### config.mk
export PLATFORM = sky130hd
export DESIGN_NAME = regfile_wb_arbiter
export DESIGN_NICKNAME = d
export VERILOG_FILES = /design/src/rtl/regfile_wb_arbiter.sv
export SDC_FILE = /design/constraint.sdc
export NUM_CORES = 1
export LEC_CHECK = 0
export ABC_CLOCK_PERIOD_IN_PS = 1600
export BUFFER_PORTS_ARGS = -buffer_cell sky130_fd_sc_hd__buf_2
export CAP_MARGIN = 20
export CORE_MARGIN = 4
export CORE_UTILIZATION = 40
export CTS_CLUSTER_DIAMETER = 30
export CTS_CLUSTER_SIZE = 30
export DETAILED_ROUTE_END_ITERATION = 16
export PLACE_DENSITY = 0.82
export SKIP_CTS_REPAIR_TIMING = 1
export SYNTH_ARGS = -nofsm -noshare
export SYNTH_HDL_FRONTEND = slang
export SYNTH_SLANG_ARGS = --single-unit
### constraint.sdc
create_clock -name clk -period 1.6 [get_ports clk]
set_input_delay 0.32 -clock clk [delete_from_list [all_inputs] [get_ports clk]]
set_output_delay 0.32 -clock clk [all_outputs]
set_load 0.02 [all_outputs]
### src/rtl/regfile_wb_arbiter.sv
// Round-robin arbiter sharing the register-file write port between EX and MEM writeback.
// Optional RAW scoreboard is compiled in when REGFILE_WB_SCOREBOARD_EN is defined.
module regfile_wb_arbiter #(
    parameter int DATA_W = 32,
    parameter int ADDR_W = 5
) (
    input  logic              clk,
    input  logic              rst_n,
    input  logic              ex_valid,
    output logic              ex_ready,
    input  logic [ADDR_W-1:0] ex_rd,
    input  logic [DATA_W-1:0] ex_data,
    input  logic              mem_valid,
    output logic              mem_ready,
    input  logic [ADDR_W-1:0] mem_rd,
    input  logic [DATA_W-1:0] mem_data,
    output logic              rf_we,
    output logic [ADDR_W-1:0] rf_rd,
    output logic [DATA_W-1:0] rf_wdata,
    input  logic              sb_set,
    input  logic [ADDR_W-1:0] sb_rd,
    input  logic [ADDR_W-1:0] issue_rs1,
    input  logic [ADDR_W-1:0] issue_rs2,
    output logic              issue_hazard
);

    // Handshake: a writeback transfers at a rising edge when valid && ready.
    // The requester holds valid/rd/data stable until ready; ready depends only on
    // the valids and rr_last, is never raised without its valid, and at most one is high.
    localparam logic SRC_EX  = 1'b0;
    localparam logic SRC_MEM = 1'b1;

    logic              rr_last_q, rr_last_d;
    logic              rf_we_q, rf_we_d;
    logic [ADDR_W-1:0] rf_rd_q, rf_rd_d;
    logic [DATA_W-1:0] rf_wdata_q, rf_wdata_d;

    logic              grant_any;
    logic [ADDR_W-1:0] grant_rd;
    logic [DATA_W-1:0] grant_data;

    // On a tie, EX wins unless it was the last source granted.
    always_comb begin
        ex_ready  = 1'b0;
        mem_ready = 1'b0;
        if (rst_n) begin
            if (ex_valid && (!mem_valid || rr_last_q == SRC_MEM)) begin
                ex_ready = 1'b1;
            end else if (mem_valid) begin
                mem_ready = 1'b1;
            end
        end
    end

    always_comb begin
        grant_any  = ex_ready | mem_ready;
        grant_rd   = mem_ready ? mem_rd : ex_rd;
        grant_data = mem_ready ? mem_data : ex_data;
    end

    always_comb begin
        rr_last_d  = rr_last_q;
        rf_we_d    = 1'b0;
        rf_rd_d    = rf_rd_q;
        rf_wdata_d = rf_wdata_q;
        if (ex_ready) begin
            rr_last_d = SRC_EX;
        end else if (mem_ready) begin
            rr_last_d = SRC_MEM;
        end
        // x0 writes are accepted but never reach the register file.
        if (grant_any) begin
            rf_we_d    = (grant_rd != '0);
            rf_rd_d    = grant_rd;
            rf_wdata_d = grant_data;
        end
    end

    always_ff @(posedge clk or negedge rst_n) begin
        if (!rst_n) begin
            rr_last_q  <= SRC_MEM;
            rf_we_q    <= 1'b0;
            rf_rd_q    <= '0;
            rf_wdata_q <= '0;
        end else begin
            rr_last_q  <= rr_last_d;
            rf_we_q    <= rf_we_d;
            rf_rd_q    <= rf_rd_d;
            rf_wdata_q <= rf_wdata_d;
        end
    end

    assign rf_we    = rf_we_q;
    assign rf_rd    = rf_rd_q;
    assign rf_wdata = rf_wdata_q;

`ifdef REGFILE_WB_SCOREBOARD_EN
    localparam int NREG = 1 << ADDR_W;

    logic [NREG-1:0] busy_q, busy_d;

    // Clear first, then set, so a newer producer issued on the same edge keeps the bit.
    always_comb begin
        busy_d = busy_q;
        if (grant_any && grant_rd != '0) begin
            busy_d[grant_rd] = 1'b0;
        end
        if (sb_set && sb_rd != '0) begin
            busy_d[sb_rd] = 1'b1;
        end
        busy_d[0] = 1'b0;
    end

    always_ff @(posedge clk or negedge rst_n) begin
        if (!rst_n) begin
            busy_q <= '0;
        end else begin
            busy_q <= busy_d;
        end
    end

    assign issue_hazard = busy_q[issue_rs1] | busy_q[issue_rs2];
`else
    logic unused_sb_inputs;
    assign unused_sb_inputs = ^{sb_set, sb_rd, issue_rs1, issue_rs2};
    assign issue_hazard     = 1'b0;
`endif

endmodule

==> results of run 1 <==
## synthesized netlist by cell type, types with 2 or more instances
master,instances,area share
sky130_fd_sc_hd__a221o_1,32,0.18
sky130_fd_sc_hd__a31oi_1,6,0.021
sky130_fd_sc_hd__and3_1,32,0.11
sky130_fd_sc_hd__buf_2,6,0.017
sky130_fd_sc_hd__buf_6,5,0.031
sky130_fd_sc_hd__clkbuf_1,4,0.0083
sky130_fd_sc_hd__dfrtp_1,38,0.53
sky130_fd_sc_hd__nand2_1,3,0.0062
sky130_fd_sc_hd__nand3_1,5,0.014
sky130_fd_sc_hd__nor2_1,9,0.019
sky130_fd_sc_hd__nor3_1,2,0.0055
sky130_fd_sc_hd__o21ai_0,5,0.014
## through the flow
step | util | cell area (sq um)
floorplan | - | 1810
global placement | 0.561 | 2440
detailed placement | 0.561 | 2440
CTS | 0.592 | 2580
global route | 0.600 | 2610
finish | 0.600 | 2610
## layout by cell type (no fill, tap or decap)
master,netlist,layout
sky130_fd_sc_hd__a31oi_1,6,6
sky130_fd_sc_hd__nand2_1,3,3
sky130_fd_sc_hd__buf_4,1,12
sky130_fd_sc_hd__nand3_1,5,5
sky130_fd_sc_hd__a21oi_4,0,1
sky130_fd_sc_hd__o21ai_2,1,1
sky130_fd_sc_hd__nand2_4,0,1
sky130_fd_sc_hd__and2_4,1,2
sky130_fd_sc_hd__a221o_1,32,32
sky130_fd_sc_hd__and3_1,32,32
sky130_fd_sc_hd__buf_12,0,1
sky130_fd_sc_hd__a22o_1,1,1
sky130_fd_sc_hd__o21a_1,1,1
sky130_fd_sc_hd__buf_6,5,1
sky130_fd_sc_hd__clkbuf_1,4,1
sky130_fd_sc_hd__conb_1,1,1
sky130_fd_sc_hd__clkbuf_8,0,5
sky130_fd_sc_hd__buf_2,6,115
sky130_fd_sc_hd__dfrtp_1,38,38
sky130_fd_sc_hd__dfstp_2,1,1
sky130_fd_sc_hd__bufinv_16,0,2
sky130_fd_sc_hd__nor2_2,0,1
sky130_fd_sc_hd__nor2_1,9,8
sky130_fd_sc_hd__nor3_1,2,2
sky130_fd_sc_hd__o21ai_0,5,5
## registers in the layout, summed over array words and instances (netlist names)
name / cells
rf_wdata: 32
rf_rd: 5
rf_we: 1
rr_last_q: 1
## logic make-up (layout without fill, tap and decap cells)
group / count (synthesis) / after routing / synth area share
AO/OA/AOI/OAI: 47 / 47 / 0.230
buffers and inverters: 16 / 137 / 0.0602
flip-flops: 39 / 39 / 0.540
other: 1 / 1 / 0.00207
AND/OR/NAND/NOR: 54 / 54 / 0.167
## final cells by class
type                    count  share of cell area
clock inverters             2              0.0230
clock buffers               6              0.0278
repair buffers            129               0.267
flip-flops and latches     39               0.374
well taps                  52              0.0249
multi-input cells         102               0.283
## power by group through the flow
stage,Combinational [mW],Sequential [mW],Clock (mW)
global placement,0.799,1.23,0
global route,0.894,1.24,1.01
floorplan,0.291,1.42,0
detailed placement,0.815,1.24,0
finish,0.827,1.23,0.958
CTS,0.815,1.22,0.978
## final timing paths
path	startpoint	end	cells after the start
worst min-delay path	rst_n	rf_wdata[24]	2
min in group clk	ex_data[17]	rf_wdata[17]	2
max in group asynchronous	rst_n	rf_wdata[30]	2
worst max-delay path	rr_last_q	ex_ready	3
worst max register to register	rr_last_q	rf_wdata[8]	4
worst min register to register	rf_wdata[16]	rf_wdata[16]	1
## metal layers
layer  GRT usage  routed length (microns)
met5           0                        0
met4      0.0563                       46
met3      0.0494                      427
met2       0.316                     2730
met1       0.223                     2180
==> impl_metrics.py, run 1 <==
metrics = {
    "run_status": {
        "status": "finished, violations left",
        "failed_checks": "setup timing",
    },
    "synth": {
        "postSynthCellCount": 157,
        "synth_seq_area_share": 0.540,
        "synth-edff-count": 0,
        "yosysWarningCount": 0,
        "post_synth_arst_share": 1.00,
        "ys_seq_elements": 39,
        "synth.cell_area_sq_um": 1810,
        "yosys.cell_types.count": 22,
        "synth_area_per_cell_sq_um": 11.5,
        "yosys_most_used_dff": "sky130_fd_sc_hd__dfrtp_1",
        "syn_nets": 251,
    },
    "setup_path": {
        "timing.critical_path.slowest_stage_cell": "sky130_fd_sc_hd__dfstp_2",
        "reg2reg_slack_ps": 150,
        "crit_required_ps": 1280,
        "critical_path.max_stage_delay_ps": 580,
        "critical_path.max_fanout": 4,
        "timing.critical_path.max_delay_family": "flip-flops",
        "crit_path_cell_trace": "nand2_4 > a21oi_4 > buf_6",
        "cp_data_arrival_time_ps": 1290,
        "path_class": "reg2out",
        "crit_path_start_kind": "register",
        "worst-path-buf-inv": 1,
        "type_of_element_capturing_the_critical_path": "output port",
    },
    "floorplanning": {
        "ioPinCount": 135,
        "floorplan.initialDensity": 0.415,
        "floorplan.die.height_microns": 75.2,
        "dieWidth_microns": 75.2,
        "fp.coreArea_sq_um": 4350,
        "placementRows": 24,
        "die_area_sq_um": 5660,
    },
    "layout": {
        "number_of_fillers_in_the_final_layout": 368,
        "layout.area.seq_sq_um": 977,
        "finish.net_count": 371,
        "final_cell_count_no_fill": 330,
        "flow.area_growth_from_synthesis_pct": 44.4,
        "multi_input_comb_area_sq_um": 739,
        "antenna_cells": 0,
        "share_of_final_layout_standard_cells_stronger_than_drive_strength_1": 0.514,
    },
    "routing": {
        "detail_route.first_pass.iterations": 4,
        "drt_first_iter_violations": 105,
        "routed_wire_length_per_instance_microns": 16.3,
        "vias": 1817,
        "route.detailed.vias_per_inst": 5.51,
        "route.final.wire_length_mm": 5.39,
        "final_antenna_net_count": 0,
        "detail_route.drc_violations": 0,
    },
    "placement": {
        "finalWeightedCongestion": 0.746,
        "preCtsSetupSlack_ps": 179,
        "io_buffer_count": 117,
        "place_hpwl_mm": 3.93,
        "place.detailed.instances": 321,
    },
    "power": {
        "comb_power_share": 0.275,
        "net-switching-power_mw": 0.892,
        "p_leak_nw": 1.41,
        "pwr-share-seq": 0.407,
        "swShare": 0.296,
        "pwr_density_cell_nw_per_um2": 1150,
        "power_frac_clock": 0.318,
        "fin_total_pwr_mw": 3.01,
        "internal_power_mw": 2.12,
        "ir_worst_vdd_mv": 0.547,
    },
    "global_routing": {
        "first_pass_grt_wire_length_mm": 7.92,
        "grt_resource_usage_total": 0.183,
        "global_route.overflow_total": 0,
        "largest_net_degree_at_the_start_of_global_routing": 38,
        "initial_antenna_violation_count": 0,
        "grt_pass1_vias": 1743,
    },
    "timing": {
        "finalHoldViolations": 0,
        "min_period_over_period": 1.01,
        "final.setup.worst_slack_ps": -8.71,
        "report.final.slew_viol_count": 0,
        "max_freq_mhz": 622,
        "hold-worst-slack_ps": 54.7,
        "timing.final.setup_violations": 1,
        "finClkSkew_ps": 7.79,
        "rsz0062_at_grt": "true",
        "setup-tns-final_ps": -8.71,
        "final_period_minus_worst_setup_slack_ps": 1610,
    },
    "cts": {
        "cts_root_buffer": "sky130_fd_sc_hd__clkbuf_8",
        "cts_made_buffers": 5,
        "cts-root-to-sink-buffers": 2,
        "source_to_sink_clock_delay_at_the_later_pin_of_the_worst_skew_pair_ps": 290,
        "cts_tree": "done",
        "cts_sink_cnt": 39,
        "clk_pin_slew_ps": 70,
        "cts-htree-levels": 2,
    },
    "worst_hold_path": {
        "timing.hold.worst.class": "in2async",
    },
    "flow_run": {
        "cap_violations": 0,
    },
}
Note: power is estimated with default switching activity, not from simulation.
==> inputs of run 2 (changes only) <==
--- a/config.mk
+++ b/config.mk
@@ -13,6 +13,7 @@
 export CTS_CLUSTER_DIAMETER = 30
 export CTS_CLUSTER_SIZE = 30
 export DETAILED_ROUTE_END_ITERATION = 16
+export HOLD_SLACK_MARGIN = 0.1
 export PLACE_DENSITY = 0.82
 export SKIP_CTS_REPAIR_TIMING = 1
 export SYNTH_ARGS = -nofsm -noshare
==> run 2 against run 1 <==
Net effect:
- the flow still finishes with violations (setup timing)
- flip-flop and latch count unchanged
- maximum frequency grew 0.18%
- critical path depth unchanged
- design area rose by 0.38%
- final cell count up 0.30%
- wire length is 0.43% higher
- utilization increased by 0.23 points
- register-to-register slack hardly changed
- worst hold slack better by 110 ps
- clock power hardly changed
- critical path type unchanged
- critical endpoint unchanged
- largest cell class unchanged
- largest power group unchanged
==> impl_metrics.py, run 2 (same netlist as run 1, synthesis figures left out) <==
metrics = {
    "layout": {
        "antenna_cells": 0,
        "mostFrequentLayoutCell": "sky130_fd_sc_hd__buf_2",
        "largest_register_ff_count": 32,
        "flow.area_growth_from_synthesis_pct": 45.0,
        "final_core_utilization": 0.602,
        "share_of_final_layout_standard_cells_stronger_than_drive_strength_1": 0.513,
        "mostFrequentLayoutCells": "115 x sky130_fd_sc_hd__buf_2, 38 x sky130_fd_sc_hd__dfrtp_1, 32 x sky130_fd_sc_hd__and3_1, 32 x sky130_fd_sc_hd__a221o_1, 12 x sky130_fd_sc_hd__buf_4",
        "finish.net_count": 372,
    },
    "routing": {
        "vias": 1815,
        "drt_first_iter_violations": 80,
        "final_antenna_net_count": 0,
        "routed_wire_length_per_instance_microns": 16.4,
        "detail_route.drc_violations": 0,
        "detail_route.first_pass.iterations": 4,
        "route.detailed.vias_per_inst": 5.48,
        "route.final.wire_length_mm": 5.41,
    },
    "floorplanning": {
        "floorplan.initialDensity": 0.415,
        "dieWidth_microns": 75.2,
        "die_area_sq_um": 5660,
        "placementRows": 24,
        "fp.coreArea_sq_um": 4350,
        "floorplan.die.height_microns": 75.2,
        "ioPinCount": 135,
    },
    "timing": {
        "final.setup.worst_slack_ps": -5.84,
        "finalHoldViolations": 0,
        "finClkSkew_ps": 7.40,
        "max_freq_mhz": 623,
        "rsz0062_at_grt": "true",
        "report.final.slew_viol_count": 0,
        "min_period_over_period": 1.00,
        "timing.final.setup_violations": 1,
        "hold-worst-slack_ps": 160,
        "final_period_minus_worst_setup_slack_ps": 1610,
    },
    "cts": {
        "cts_sink_cnt": 39,
        "cts_tree": "done",
        "cts_made_buffers": 5,
        "source_to_sink_clock_delay_at_the_later_pin_of_the_worst_skew_pair_ps": 290,
        "cts-root-to-sink-buffers": 2,
        "clk_pin_slew_ps": 80,
        "cts_root_buffer": "sky130_fd_sc_hd__clkbuf_8",
        "cts-htree-levels": 2,
    },
    "setup_path": {
        "crit-reg2reg-capture": "rf_wdata[8]",
        "path_class": "reg2out",
        "cp_data_arrival_time_ps": 1290,
        "crit_required_ps": 1280,
        "r2r_cells": 4,
        "critical_path.max_stage_delay_ps": 580,
        "reg2reg_from": "rr_last_q",
        "timing.critical_path.slowest_stage_cell": "sky130_fd_sc_hd__dfstp_2",
        "worst_setup_path_startpoint": "rr_last_q",
        "crit_path_cell_trace": "nand2_4 > a21oi_4 > buf_6",
        "crit_path_end": "ex_ready",
        "type_of_element_capturing_the_critical_path": "output port",
        "reg2reg_slack_ps": 150,
        "crit_path_start_kind": "register",
        "critical_path.max_fanout": 4,
    },
    "global_routing": {
        "grt_resource_usage_total": 0.183,
        "grt_pass1_vias": 1743,
        "global_route.overflow_total": 0,
        "first_pass_grt_wire_length_mm": 7.92,
        "largest_net_degree_at_the_start_of_global_routing": 38,
        "initial_antenna_violation_count": 0,
    },
    "placement": {
        "finalWeightedCongestion": 0.746,
        "io_buffer_count": 117,
        "place_hpwl_mm": 3.93,
    },
    "power": {
        "pwr_density_cell_nw_per_um2": 1150,
        "ir_worst_vdd_mv": 0.553,
        "fin_total_pwr_mw": 3.01,
        "p_leak_nw": 1.42,
    },
    "flow_run": {
        "cap_violations": 0,
    },
    "worst_hold_path": {
        "timing.hold.worst.class": "in2async",
    },
    "run_status": {
        "status": "finished, violations left",
        "failed_checks": "setup timing",
    },
}
-- run 2: through the flow --
step           setup WS, ps  cell area (sq um)  setup TNS, ps  cells
2_1_floorplan           189               1810              0    157
3_3_place_gp            199               2440              0    321
3_5_place_dp            179               2440              0    321
4_1_cts               -92.9               2580           -113    329
5_1_grt               -61.3               2620          -62.3    331
6_report              -5.84               2620          -5.84    331
-- run 2: area by class of cell --
cell class	instances	area, sq um
well taps	52	65.1
clock buffers	6	72.6
repair buffers	130	707
flip-flops and latches	39	977
fillers	368	1730
multi-input cells	102	739
clock inverters	2	60.1
-- run 2: worst min-delay path by stage --
stage / cells past startpoint / start / to / slack, ps
after floorplan: 0 / rst_n / rf_rd[0] / 20
after global placement: 2 / rst_n / rf_wdata[25] / 340
after detailed placement: 2 / rst_n / rf_wdata[25] / 350
after CTS: 2 / rst_n / rf_wdata[25] / 40
after global routing: 2 / rst_n / rr_last_q / 190
final: 2 / rst_n / rf_wdata[12] / 160
-- run 2: metal layers --
metal  wire length [microns]  global-route usage  vias to the layer above  share of wire
li1                        -                   -                      856              -
met1                    2200               0.223                      881           0.41
met2                    2750               0.316                       73           0.51
met3                     420              0.0494                        5          0.078
met4                      46              0.0563                        0         0.0085
met5                       0                   0                        -              0
-- run 2: report_power, final --
part	internal [mW]	switching (mW)	leakage, nW
clock network	0.623	0.335	0.0654
logic	0.356	0.473	0.890
registers	1.14	0.0845	0.461
total	2.12	0.893	1.42
-- run 2: worst max-delay path, delay by kind of cell (launching register included) --
kind	cells	cell delay, ps
and+or+nand+nor	1	80
DFF	1	580
buffers and inverters	1	150
AOI/OAI and AO/OA	1	190
